--- src/rtl/axi_lite_rd_arbiter.sv ---
// Round-robin AXI4-Lite read arbiter: N masters onto address-decoded slave ports, one read in flight.
// Optional AXI_RD_DECERR_EN: addresses >= 0x2000_0000 get a DECERR response without a slave access.
module axi_lite_rd_arbiter #(
    parameter int unsigned AXI_ADDR_WIDTH = 32,
    parameter int unsigned AXI_DATA_WIDTH = 32,
    parameter int unsigned AXI_MASTER_NUM = 2,
    parameter int unsigned AXI_PORT_NUM   = 2
) (
    input  logic                                     clk_i,
    input  logic                                     rst_i,
    input  logic [AXI_MASTER_NUM*AXI_ADDR_WIDTH-1:0] s_araddr_i,
    input  logic [AXI_MASTER_NUM-1:0]                s_arvalid_i,
    output logic [AXI_MASTER_NUM-1:0]                s_arready_o,
    output logic [AXI_DATA_WIDTH-1:0]                s_rdata_o,
    output logic [1:0]                               s_rresp_o,
    output logic [AXI_MASTER_NUM-1:0]                s_rvalid_o,
    input  logic [AXI_MASTER_NUM-1:0]                s_rready_i,
    output logic [AXI_ADDR_WIDTH-1:0]                m_araddr_o,
    output logic [AXI_PORT_NUM-1:0]                  m_arvalid_o,
    input  logic [AXI_PORT_NUM-1:0]                  m_arready_i,
    input  logic [AXI_PORT_NUM*AXI_DATA_WIDTH-1:0]   m_rdata_i,
    input  logic [AXI_PORT_NUM*2-1:0]                m_rresp_i,
    input  logic [AXI_PORT_NUM-1:0]                  m_rvalid_i,
    output logic [AXI_PORT_NUM-1:0]                  m_rready_o
);

    localparam int unsigned GW = (AXI_MASTER_NUM > 1) ? $clog2(AXI_MASTER_NUM) : 1;
    localparam int unsigned PW = (AXI_PORT_NUM > 1) ? $clog2(AXI_PORT_NUM) : 1;
    localparam logic [AXI_ADDR_WIDTH-1:0] Port1Base = AXI_ADDR_WIDTH'(32'h1000_0000);
`ifdef AXI_RD_DECERR_EN
    localparam logic [AXI_ADDR_WIDTH-1:0] ErrBase = AXI_ADDR_WIDTH'(32'h2000_0000);
`endif

    typedef enum logic [1:0] {StIdle, StAddr, StData, StErr} state_e;

    state_e                    state_q, state_d;
    logic [GW-1:0]             last_grant_q, last_grant_d;
    logic [GW-1:0]             grant_q, grant_d;
    logic [AXI_ADDR_WIDTH-1:0] addr_q, addr_d;
    logic [PW-1:0]             tgt_q, tgt_d;

    logic                      found;
    logic [GW-1:0]             winner;
    logic [GW-1:0]             cand;
    logic [AXI_ADDR_WIDTH-1:0] win_addr;
    logic [PW-1:0]             dec_port;
    logic                      dec_err;
    logic [AXI_DATA_WIDTH-1:0] sel_rdata;
    logic [1:0]                sel_rresp;

    // Walk the masters starting just after the last one served; first requester wins.
    always_comb begin
        found  = 1'b0;
        winner = '0;
        cand   = last_grant_q;
        for (int i = 0; i < AXI_MASTER_NUM; i++) begin
            cand = (cand == GW'(AXI_MASTER_NUM - 1)) ? '0 : cand + 1'b1;
            if (!found && s_arvalid_i[cand]) begin
                found  = 1'b1;
                winner = cand;
            end
        end
    end

    always_comb begin
        win_addr = s_araddr_i[int'(winner)*AXI_ADDR_WIDTH +: AXI_ADDR_WIDTH];
        dec_err  = 1'b0;
        dec_port = '0;
        if (win_addr >= Port1Base) begin
            dec_port = PW'(1);
        end
`ifdef AXI_RD_DECERR_EN
        if (win_addr >= ErrBase) begin
            dec_err = 1'b1;
        end
`endif
    end

    assign sel_rdata  = m_rdata_i[int'(tgt_q)*AXI_DATA_WIDTH +: AXI_DATA_WIDTH];
    assign sel_rresp  = m_rresp_i[int'(tgt_q)*2 +: 2];
    assign m_araddr_o = addr_q;

    always_comb begin
        state_d      = state_q;
        last_grant_d = last_grant_q;
        grant_d      = grant_q;
        addr_d       = addr_q;
        tgt_d        = tgt_q;
        s_arready_o  = '0;
        s_rvalid_o   = '0;
        s_rdata_o    = '0;
        s_rresp_o    = '0;
        m_arvalid_o  = '0;
        m_rready_o   = '0;
        case (state_q)
            StIdle: begin
                // No acceptance while in reset, so no handshake is silently dropped.
                if (found && !rst_i) begin
                    s_arready_o[winner] = 1'b1;
                    grant_d             = winner;
                    addr_d              = win_addr;
                    tgt_d               = dec_port;
                    state_d             = dec_err ? StErr : StAddr;
                end
            end
            StAddr: begin
                m_arvalid_o[tgt_q] = 1'b1;
                if (m_arready_i[tgt_q]) begin
                    state_d = StData;
                end
            end
            StData: begin
                s_rvalid_o[grant_q] = m_rvalid_i[tgt_q];
                m_rready_o[tgt_q]   = s_rready_i[grant_q];
                if (m_rvalid_i[tgt_q]) begin
                    s_rdata_o = sel_rdata;
                    s_rresp_o = sel_rresp;
                    if (s_rready_i[grant_q]) begin
                        last_grant_d = grant_q;
                        state_d      = StIdle;
                    end
                end
            end
            StErr: begin
                s_rvalid_o[grant_q] = 1'b1;
                s_rresp_o           = 2'b11;
                if (s_rready_i[grant_q]) begin
                    last_grant_d = grant_q;
                    state_d      = StIdle;
                end
            end
            default: state_d = StIdle;
        endcase
    end

    always_ff @(posedge clk_i) begin
        if (rst_i) begin
            state_q      <= StIdle;
            last_grant_q <= GW'(AXI_MASTER_NUM - 1);
            grant_q      <= '0;
            addr_q       <= '0;
            tgt_q        <= '0;
        end else begin
            state_q      <= state_d;
            last_grant_q <= last_grant_d;
            grant_q      <= grant_d;
            addr_q       <= addr_d;
            tgt_q        <= tgt_d;
        end
    end

endmodule

--- config.mk ---
export PLATFORM = sky130hd
export DESIGN_NAME = axi_lite_rd_arbiter
export DESIGN_NICKNAME = d
export VERILOG_FILES = /design/src/rtl/axi_lite_rd_arbiter.sv
export SDC_FILE = /design/constraint.sdc
export NUM_CORES = 1
export LEC_CHECK = 0
export CORE_ASPECT_RATIO = 1.5
export CORE_MARGIN = 10
export CORE_UTILIZATION = 55
export CTS_CLUSTER_DIAMETER = 80
export CTS_CLUSTER_SIZE = 12
export DETAILED_ROUTE_END_ITERATION = 10
export DONT_BUFFER_PORTS = 1
export HOLD_SLACK_MARGIN = 0.03
export PLACE_DENSITY_LB_ADDON = 0.3
export SLEW_MARGIN = 10
export SYNTH_ARGS = -nofsm -noshare
export SYNTH_HDL_FRONTEND = slang
export SYNTH_SLANG_ARGS = --single-unit
export TNS_END_PERCENT = 5
--- constraint.sdc ---
create_clock -name clk_i -period 1.8 [get_ports clk_i]
set_input_delay 0.36 -clock clk_i [delete_from_list [all_inputs] [get_ports clk_i]]
set_output_delay 0.36 -clock clk_i [all_outputs]
set_load 0.02 [all_outputs]
==> flow_metrics.py <==
metrics = {
    "floorplanning": {
        "coreArea_um2": 4245,
        "die_y_um": 101.5,
        "die_x_um": 74.34,
        "start_util_pct": 57.38,
        "rows": 29,
        "io_pins": 216,
        "dieArea_um2": 7546,
    },
    "sta": {
        "setup_viol": 32,
        "fin_crit_sh_pct": 103.0,
        "worstMarginPinSlew_ps": 442.9,
        "fmax_ghz": 0.5395,
        "rsz0062_at_grt": "yes",
        "worst_slack_ps": -53.47,
        "hold_viol": 0,
        "final.setup.tns_ps": -1168,
        "slew_headroom_pct": 70.37,
        "period_minus_slack_ps": 1853,
        "skew_ps": 3.064,
        "holdWs_ps": 138.6,
        "slew_viol_final": 0,
    },
    "cts": {
        "cts-hold-fix-buffers": 0,
        "clkSlewWorstSetupHoldPaths_ps": 70,
        "cts.sinks": 37,
        "worstSkewPairLatency_ps": 290,
        "root_buffer": "clkbuf_8",
        "cts_max_path_buffers": 2,
        "numCtsBuffers": 5,
        "h-tree-depth": 2,
        "cts_tree": "done",
    },
    "worst_setup_path": {
        "r2r_end": "tgt_q$_SDFFE_PP0P_",
        "startpoint": "tgt_q$_SDFFE_PP0P_",
        "path_max_fanout": 6,
        "cp-end-kind": "output pin",
        "cp.required_ps": 1440,
        "arrival_ps": 1490,
        "reg2reg_slack_ps": 270,
        "rr_startpoint": "last_grant_q$_SDFFE_PP1P_",
        "start_kind": "register",
        "rr_worst_depth": 4,
        "crit_type": "reg2out",
    },
    "route": {
        "vias": 2185,
        "drc": 0,
        "wl_per_cell_um": 26.53,
        "first_pass_iters": 4,
        "drt-vias-per-instance": 6.207,
        "ant_nets": 0,
        "totalWireLength_um": 9339,
        "drt_iter0_markers": 109,
    },
    "placement": {
        "io_buffers": 0,
        "hpwlAfterDp_um": 7489,
        "dp_cells": 339,
        "placed_area_um2": 2775,
        "gp_congestion": 0.7884,
        "dp_slack_ps": 123.5,
    },
    "grt": {
        "grt_pass1_wl_um": 12560,
        "antenna_found_initial": 0,
        "grt_max_degree": 33,
        "grt_overflow": 0,
        "grt_pass1_vias": 2278,
        "track_usage_pct": 21.48,
    },
    "yosys": {
        "synth_seq_area_share_pct": 30.41,
        "synth_nets": 409,
        "ys_async_sr_fraction_pct": 0,
        "synth-edff-count": 0,
        "syn-instance-count": 267,
        "ys_warn_count": 0,
        "syn_area_per_cell_um2": 9.124,
        "synthTopCellsByCount": "99 x mux2i_1, 38 x nor2_1, 37 x dfxtp_1",
        "synth_flop_cell": "dfxtp_1",
        "syn_area_um2": 2436,
        "synth.area.top_cells": "mux2i_1 41%, dfxtp_1 30%, nor2_1 5.9%, nand2_1 5.4%, buf_6 2.3%",
        "synth.most_common_cell": "mux2i_1",
        "ys_seq_elements": 37,
        "yosysTopAreaCell": "mux2i_1",
        "synth_cell_types": 32,
        "synth_top_area_share_pct": 40.68,
    },
    "cells_and_area": {
        "antenna_cells": 0,
        "drive_gt1_share_pct": 33.99,
        "instances_no_fill": 352,
        "final_util_pct": 75.66,
        "finalInstanceArea_um2": 3212,
        "area_delta_synth_final_pct": 31.84,
        "fin_nets": 447,
    },
    "status": {
        "violations": "setup timing",
        "outcome": "finished with violations",
    },
    "pwr": {
        "p_int_mw": 1.925,
        "power_frac_seq_pct": 40.9,
        "sw_frac_of_total_pct": 36.53,
        "combPwrFrac_pct": 34.4,
        "ir_worst_vdd_uv": 890.8,
        "p_leak_nw": 1.310,
        "powerDensity_nw_per_um2": 944.5,
        "switching_power_mw": 1.108,
        "p_clk_share_pct": 24.7,
        "total_power_mw": 3.033,
    },
    "worst_hold_path": {
        "hold_path_class": "in2reg",
        "hold_depth": 1,
        "whs_endpoint": "grant_q$_SDFFE_PP0P_",
        "hold_start": "rst_i",
    },
    "run": {
        "maxCapViolCount": 0,
    },
}
==> per-layer routing <==
layer	wire length [µm]	track usage (%)	vias to the layer above
met3	1259	10.76	13
met5	0	0	-
met1	2884	19.66	1002
met4	161	6.497	0
met2	5033	39.80	159
li1	-	-	1011
==> power by group through the flow <==
stage / Combinational (mW) / Sequential [mW] / Clock, mW
2_1_floorplan: 0.734 / 1.19 / 0
3_3_place_gp: 0.898 / 1.25 / 0
3_5_place_dp: 0.913 / 1.26 / 0
4_1_cts: 0.957 / 1.25 / 0.756
5_1_grt: 1.12 / 1.26 / 0.785
6_report: 1.04 / 1.24 / 0.749
==> layout by cell type, fill, tap and decap left out, types with 2 or more instances in the layout <==
master / Yosys / final
clkbuf_8: 0 / 6
a21oi_1: 3 / 3
nor2_2: 0 / 26
mux2_2: 3 / 2
o21ai_1: 4 / 4
buf_4: 7 / 17
nor4_1: 2 / 2
buf_6: 5 / 28
a311oi_1: 2 / 2
inv_1: 2 / 2
nor2_1: 38 / 11
mux2_4: 1 / 2
nand2_1: 35 / 34
mux2i_1: 99 / 97
clkbuf_16: 0 / 2
and2_1: 2 / 2
buf_12: 0 / 5
dfxtp_4: 0 / 2
dfxtp_1: 37 / 35
==> critical path: stages, from the launching register on <==
cell and delay [ps]:
dfxtp_4 390, mux2_4 350, nand2_8 120, buf_6 140, nor2_1 50, buf_4 160
==> cell type report <==
type	count	area [µm²]
Sequential cell	37	748.2
Fill cell	284	1033
Inverter	3	11.26
Timing Repair Buffer	53	608.1
Clock inverter	2	37.54
Tap cell	46	57.56
Clock buffer	6	82.58
Multi-Input combinational cell	205	1667
==> logic make-up (layout without fill, tap and decap cells) <==
logic type	count (synthesis)	count (layout)	synth area share, %
muxes	104	104	43.14
AOI/OAI and AO/OA	16	16	4.674
buffers and inverters	25	64	6.779
and+or+nand+nor	85	85	15.00
DFF	37	37	30.41
==> registers in the layout, indices dropped and copies added, names as in the netlist <==
register and flops:
m_araddr_o 32, state_q 2, last_grant_q 1, tgt_q 1
grant_q 1
==> what timing repair did <==
action,CTS,global route
buffers inserted,2,0
hold endpoints to repair,0,0
gates cloned,0,3
pin swaps,1,3
resized for setup,16,56
setup endpoints to repair,36,35
==> worst max-delay path by stage <==
stage / endpoint / slack (ps) / cells after the start
after detailed placement: s_rdata_o[17] / 120 / 5
after CTS: s_rdata_o[17] / -40 / 5
after floorplan: m_arvalid_o[1] / 6 / 4
after global routing: s_rdata_o[3] / -90 / 5
after global placement: s_rdata_o[17] / 150 / 5
final: s_rdata_o[3] / -50 / 5
No activity file was read; power rests on OpenSTA's default activity.
